## config.mk

```make
export PLATFORM = sky130hd
export DESIGN_NAME = axis_rx_byte_packer
export DESIGN_NICKNAME = d
export VERILOG_FILES = /design/src/rtl/axis_rx_byte_packer.sv
export SDC_FILE = /design/constraint.sdc
export NUM_CORES = 1
export LEC_CHECK = 0
export CAP_MARGIN = 10
export CORE_ASPECT_RATIO = 1.1
export CORE_MARGIN = 3
export CORE_UTILIZATION = 35
export CTS_BUF_LIST = sky130_fd_sc_hd__clkbuf_16
export CTS_CLUSTER_SIZE = 28
export DETAILED_ROUTE_END_ITERATION = 10
export GPL_TIMING_DRIVEN = 0
export HOLD_SLACK_MARGIN = 0.08
export SYNTH_ARGS = -nofsm -noshare
export SYNTH_HDL_FRONTEND = slang
export SYNTH_SLANG_ARGS = --single-unit
export TNS_END_PERCENT = 1
```

## constraint.sdc

```tcl
create_clock -name clk_src_i -period 8 [get_ports clk_src_i]
set_input_delay 1.6 -clock clk_src_i [delete_from_list [all_inputs] [get_ports clk_src_i]]
set_output_delay 1.6 -clock clk_src_i [all_outputs]
set_load 0.02 [all_outputs]
```

## src/rtl/axis_rx_byte_packer.sv

```systemverilog
// -----------------------------------------------------------------------------
// axis_rx_byte_packer
//
// Packs the byte-wide Ethernet receive stream from the MAC RX path into
// DataWidth-wide AXI-Stream words for the clock-domain-crossing FIFO that sits
// directly downstream. Everything runs in the source (MAC) clock domain.
//
// Storage is two word slots:
//   - accumulator : bytes of the word being built (acc_data/acc_keep), the
//                   lane index of the next byte (idx) and acc_full, which marks
//                   a completed word still waiting for the output slot.
//   - output reg  : tdata_o..tuser_o plus tvalid_o, held stable under
//                   backpressure.
// A full input rate of one byte per cycle is sustained as long as the
// downstream consumer does not stall long enough to fill both slots.
//
// Ports
//   clk_src_i, rstn_src_i     source clock, asynchronous active-low reset
//   in_tdata_i/in_tvalid_i/   byte stream from the MAC; in_tuser_i flags a
//   in_tlast_i/in_tuser_i     byte carrying a PHY/CRC error
//   in_tready_o               byte taken when in_tvalid_i && in_tready_o
//   cfg_tid_i/cfg_tdest_i     stream id / destination, sampled on each
//                             frame's first byte
//   tdata_o/tkeep_o/tstrb_o   packed word, byte k on bits [8k+7:8k]; unused
//                             upper lanes are zero with their keep bits clear
//   tlast_o/tuser_o           last word of frame / frame had an error
//                             (tuser_o only ever set on the last word)
//   tid_o/tdest_o             cfg values captured at the frame's first byte
//   tvalid_o/tready_i         AXI-Stream handshake towards the CDC FIFO
//   frame_cnt_o/err_cnt_o     frames emitted / frames emitted with an error,
//                             both wrapping
// -----------------------------------------------------------------------------
module axis_rx_byte_packer #(
  parameter int DataWidth = 64,
  parameter int IdWidth   = 5,
  parameter int DestWidth = 5,
  parameter int CntWidth  = 32
) (
  input  logic                   clk_src_i,
  input  logic                   rstn_src_i,

  input  logic [7:0]             in_tdata_i,
  input  logic                   in_tvalid_i,
  input  logic                   in_tlast_i,
  input  logic                   in_tuser_i,
  output logic                   in_tready_o,

  input  logic [IdWidth-1:0]     cfg_tid_i,
  input  logic [DestWidth-1:0]   cfg_tdest_i,

  output logic [DataWidth-1:0]   tdata_o,
  output logic [DataWidth/8-1:0] tkeep_o,
  output logic [DataWidth/8-1:0] tstrb_o,
  output logic                   tlast_o,
  output logic [IdWidth-1:0]     tid_o,
  output logic [DestWidth-1:0]   tdest_o,
  output logic                   tuser_o,
  output logic                   tvalid_o,
  input  logic                   tready_i,

  output logic [CntWidth-1:0]    frame_cnt_o,
  output logic [CntWidth-1:0]    err_cnt_o
);

  localparam int Lanes    = DataWidth / 8;
  localparam int IdxWidth = (Lanes > 1) ? $clog2(Lanes) : 1;
  localparam logic [IdxWidth-1:0] LastIdx = IdxWidth'(Lanes - 1);

  // Accumulator slot
  logic [DataWidth-1:0] acc_data;
  logic [Lanes-1:0]     acc_keep;
  logic                 acc_last;
  logic                 acc_user;
  logic [IdxWidth-1:0]  idx;
  logic                 acc_full;

  // Frame tracking
  logic                 sof;
  logic                 err_sticky;
  logic [IdWidth-1:0]   frame_id;
  logic [DestWidth-1:0] frame_dest;

  // Handshake / event decode
  logic accept;
  logic complete;
  logic out_free;
  logic out_fire;
  logic move_acc;
  logic load_direct;

  // Word as it would look with the current byte merged in
  logic [DataWidth-1:0] word_data;
  logic [Lanes-1:0]     word_keep;
  logic [IdWidth-1:0]   word_id;
  logic [DestWidth-1:0] word_dest;
  logic                 word_user;

  // Ready depends only on registered state, so there is no combinational path
  // from tready_i back to the MAC.
  assign in_tready_o = !acc_full;
  assign tstrb_o     = tkeep_o;

  assign accept      = in_tvalid_i && !acc_full;
  assign out_free    = !tvalid_o || tready_i;
  assign out_fire    = tvalid_o && tready_i;
  assign complete    = accept && ((idx == LastIdx) || in_tlast_i);
  // A parked word and a new byte never coincide: ready is low while parked.
  assign move_acc    = acc_full && out_free;
  assign load_direct = complete && out_free;

  // NOTE: every signal written here gets a default first, so no path through
  // the block leaves it unassigned and no latch is inferred.
  always_comb begin
    word_data = acc_data;
    word_keep = acc_keep;
    word_data[{idx, 3'b000} +: 8] = in_tdata_i;
    word_keep[idx]                = 1'b1;
    // The first byte of a frame uses the live cfg value; later words reuse
    // the copy captured on that byte.
    word_id   = sof ? cfg_tid_i   : frame_id;
    word_dest = sof ? cfg_tdest_i : frame_dest;
    word_user = in_tlast_i && (err_sticky || in_tuser_i);
  end

  // NOTE: sequential state uses non-blocking assignments so every register
  // samples the pre-edge values and later statements may override earlier
  // ones within the same edge without ordering races.
  always_ff @(posedge clk_src_i or negedge rstn_src_i) begin
    if (!rstn_src_i) begin
      // NOTE: the accumulator is reset along with the control bits so that a
      // reset mid-frame cannot leak stale bytes into the upper lanes of the
      // next frame's first word.
      acc_data    <= '0;
      acc_keep    <= '0;
      acc_last    <= 1'b0;
      acc_user    <= 1'b0;
      idx         <= '0;
      acc_full    <= 1'b0;
      sof         <= 1'b1;
      err_sticky  <= 1'b0;
      frame_id    <= '0;
      frame_dest  <= '0;
      tdata_o     <= '0;
      tkeep_o     <= '0;
      tlast_o     <= 1'b0;
      tid_o       <= '0;
      tdest_o     <= '0;
      tuser_o     <= 1'b0;
      tvalid_o    <= 1'b0;
      frame_cnt_o <= '0;
      err_cnt_o   <= '0;
    end else begin
      // ---------------- accumulator side ----------------
      if (accept) begin
        if (sof) begin
          frame_id   <= cfg_tid_i;
          frame_dest <= cfg_tdest_i;
        end
        sof <= 1'b0;

        if (complete) begin
          idx <= '0;
          if (in_tlast_i) begin
            sof        <= 1'b1;
            err_sticky <= 1'b0;
          end else begin
            err_sticky <= err_sticky || in_tuser_i;
          end

          if (out_free) begin
            // Word goes straight to the output; start the next one empty so
            // unused upper lanes stay zero.
            acc_data <= '0;
            acc_keep <= '0;
          end else begin
            // Output busy: park the finished word and stop taking bytes.
            acc_data <= word_data;
            acc_keep <= word_keep;
            acc_last <= in_tlast_i;
            acc_user <= word_user;
            acc_full <= 1'b1;
          end
        end else begin
          idx        <= idx + IdxWidth'(1);
          acc_data   <= word_data;
          acc_keep   <= word_keep;
          err_sticky <= err_sticky || in_tuser_i;
        end
      end

      // ---------------- output side ----------------
      if (move_acc) begin
        // frame_id/frame_dest cannot have moved on: no byte is accepted while
        // a word is parked.
        tdata_o  <= acc_data;
        tkeep_o  <= acc_keep;
        tlast_o  <= acc_last;
        tuser_o  <= acc_user;
        tid_o    <= frame_id;
        tdest_o  <= frame_dest;
        tvalid_o <= 1'b1;
        acc_full <= 1'b0;
        acc_data <= '0;
        acc_keep <= '0;
      end else if (load_direct) begin
        tdata_o  <= word_data;
        tkeep_o  <= word_keep;
        tlast_o  <= in_tlast_i;
        tuser_o  <= word_user;
        tid_o    <= word_id;
        tdest_o  <= word_dest;
        tvalid_o <= 1'b1;
      end else if (out_fire) begin
        tvalid_o <= 1'b0;
      end

      // ---------------- statistics ----------------
      if (out_fire && tlast_o) begin
        frame_cnt_o <= frame_cnt_o + CntWidth'(1);
        if (tuser_o) begin
          err_cnt_o <= err_cnt_o + CntWidth'(1);
        end
      end
    end
  end

endmodule

```

==> flow_summary.json <==
{
  "initial_core_util_pct": 35.9,
  "start_kind": "input pin",
  "setup_violations": 0,
  "antenna_found_initial": 0,
  "fin_nets": 1182,
  "root_buffer": "clkbuf_16",
  "max_cap_violations": 0,
  "grt_use_total_pct": 19.0,
  "finalCriticalPeriod_ns": 3.58,
  "async_reset_ff_share_pct": 100,
  "seq_area_sq_um": 5980,
  "crit_required_ns": 8.38,
  "arrival_ns": 3.96,
  "worst_setup_path_end_kind": "register",
  "reg2reg_depth": 9,
  "placement_rows": 65,
  "netlist_instances": 941,
  "first_pass_iters": 5,
  "tritoncts": "yes",
  "grt_pass1_wl_um": 48900,
  "yosys_register_bits": 239,
  "fill_cells": 2713,
  "crit_type": "in -> reg",
  "yosysSeqAreaShare_pct": 57.3,
  "fp.dieH_um": 187,
  "synth_edf_count": 0,
  "slowest_stage": "clkbuf_1",
  "multi_input_area_sq_um": 4070,
  "min_path_cells": 2,
  "fp.coreArea_sq_um": 29000,
  "p_leak_nw": 5.82,
  "synth_top_cell_area_share_pct": 57.1,
  "postPlaceCellArea_sq_um": 12800,
  "fmaxAchievable_mhz": 280,
  "gp_congestion": 0.869,
  "vias": 8464,
  "diodes": 0,
  "drtAntennaViolNets": 0,
  "post-cts-setup-buffers": 0,
  "io_pins": 182,
  "hpwl_um": 21500,
  "grt_setup_unrepaired": "no",
  "power_density_nw_per_um2": 255,
  "synth.area.top_cells": "dfrtp_1 (57%), xnor2_1 (4.4%), a22o_1 (3.9%)",
  "layout-drive-gt1-share_pct": 7.11,
  "area_delta_synth_final_pct": 29.9,
  "hold-worst-slack_ns": 0.469,
  "fin_skew_ns": 0.00963,
  "vias_per_cell": 5.51,
  "insertion_delay_ns": 0.52,
  "finalCritPeriodShare_pct": 44.7,
  "tns_ns": 0,
  "yosysTopAreaCell": "dfrtp_1",
  "worstMarginPinSlew_ns": 0.937,
  "ys_types": 53,
  "grt_pass1_vias": 8465,
  "stdcell_count": 1536,
  "clockBufferDepth": 3,
  "worst_slack_ns": 4.42,
  "cts.sinks": 239,
  "die_area_sq_um": 31900,
  "yosys_warnings": 0,
  "ir_drop_mv": 0.128,
  "post-route-util_pct": 46.7,
  "synth_area_sq_um": 10400,
  "power_mw": 3.46,
  "outcome": "completed",
  "port_buffers": 180,
  "placed_cells": 1491,
  "dpl_worst_slack_ns": 3.91,
  "die_w_um": 171,
  "cp_common_cell": "clkbuf_1",
  "htreeDepth": 1,
  "hold_buffers": 0,
  "clk_pin_slew_ns": 0.06,
  "cts_resized": 0,
  "avgSynthCellArea_sq_um": 11.1,
  "numCtsBuffers": 26,
  "max_stage_delay_ns": 0.53,
  "crit_path_cell_trace": "clkdlybuf4s50_1 -> o21a_1 -> o21ai_2 -> clkbuf_1 -> clkbuf_1 -> o21ai_1",
  "finalWirelength_um": 30700,
  "slew_headroom_pct": 37.0,
  "drc_errors": 0,
  "grt_max_degree": 120,
  "fin_area_sq_um": 13600,
  "wl_per_cell_um": 20.0,
  "hold_path.class": "reg -> reg",
  "grt_overflow": 0,
  "crit_path_max_fanout": 10,
  "finalHoldViolations": 0,
  "drt-initial-drc-count": 630,
  "synthFlopType": "dfrtp_1",
  "synth_nets": 972,
  "drv_slew": 0
}
-- path summary, 6_finish.rpt --
kind | end | from | slack, ns
min reg2reg | sof$_DFFE_PN1P_ | sof$_DFFE_PN1P_ | 0.47
min | sof$_DFFE_PN1P_ | sof$_DFFE_PN1P_ | 0.47
max reg2reg | tdata_o[24]$_DFFE_PN0P_ | idx[0]$_DFFE_PN0P_ | 4.50
max | tdata_o[62]$_DFFE_PN0P_ | in_tvalid_i | 4.42
min in group asynchronous | frame_cnt_o[19]$_DFFE_PN0P_ | rstn_src_i | 0.86
max in group asynchronous | acc_data[21]$_DFFE_PN0P_ | rstn_src_i | 5.84
-- registers in the layout, indices dropped and copies added (netlist names), 8 cells and up --
name,cells
acc_data,64
acc_keep,8
frame_cnt_o,32
tdata_o,64
tkeep_o,8
err_cnt_o,32
-- cell usage after synthesis, drive strengths merged, types with 17 or more instances --
cell type / instances
xnor2: 53
a21o: 17
nand2: 96
nor2: 36
o22ai: 31
inv: 24
o21ai: 76
a21oi: 23
dfrtp: 238
nand3: 27
clkbuf: 42
nand4: 28
buf: 22
a22o: 46
a32o: 21
-- logic make-up (layout without fill, tap and decap cells) --
family | count (synthesis) | in the layout | share of synthesized area [%]
compound gates | 267 | 267 | 18.0
simple gates | 256 | 256 | 12.8
flops | 239 | 239 | 57.3
buf+inv | 88 | 315 | 3.61
xor+xnor | 62 | 62 | 5.21
mux | 22 | 22 | 2.25
fa+ha+maj | 7 | 7 | 0.839
-- layout make-up --
class / instances / area share [%]
multi-input cells: 614 / 30.1
repair buffers: 182 / 13.7
inverters: 24 / 0.665
plain buffers: 64 / 2.11
clock inverters: 18 / 0.923
well taps: 368 / 3.40
clock buffers: 27 / 4.98
flip-flops and latches: 239 / 44.1
-- metal layers --
layer	global-route usage [%]	up-vias	part of all wire, %	wire length, um
met4	4.90	0	2.4	731
met3	3.30	55	6.1	1870
met2	30.2	330	46	14300
met1	26.9	4208	45	13800
met5	0	-	0	0
li1	-	3871	-	-
-- worst max-delay path: cells and delay by family --
family / cells / cell delay [ns]
buffers and inverters: 3 / 1.57
AO/OA/AOI/OAI: 3 / 0.79
-- layout by cell type (no fill, tap or decap), types with 5 or more instances in the layout --
cell type	instances
o32ai_1	16
ha_1	7
nor2_1	34
clkdlybuf4s50_1	179
o21a_1	5
a221oi_1	16
dfrtp_1	238
and3_1	14
mux2i_1	10
clkinv_1	7
clkbuf_16	27
buf_2	13
clkbuf_1	42
xor2_1	9
nor4_2	6
a21oi_1	23
o21ai_0	5
a32o_1	21
and2_1	7
nand4_1	28
nor3_1	10
or3_1	5
inv_1	30
nand2_1	96
nand3_1	27
mux2_2	12
xnor2_1	53
a31oi_1	9
buf_4	8
o21ai_1	68
a21o_1	17
o22ai_1	31
a22o_1	46
-- power breakdown --
part	leakage [nW]	switching, mW	internal [mW]
Combinational	2.17	0.469	0.363
Sequential	3.23	0.116	1.37
Clock	0.413	0.476	0.667
(Power assumes the default switching activity.)
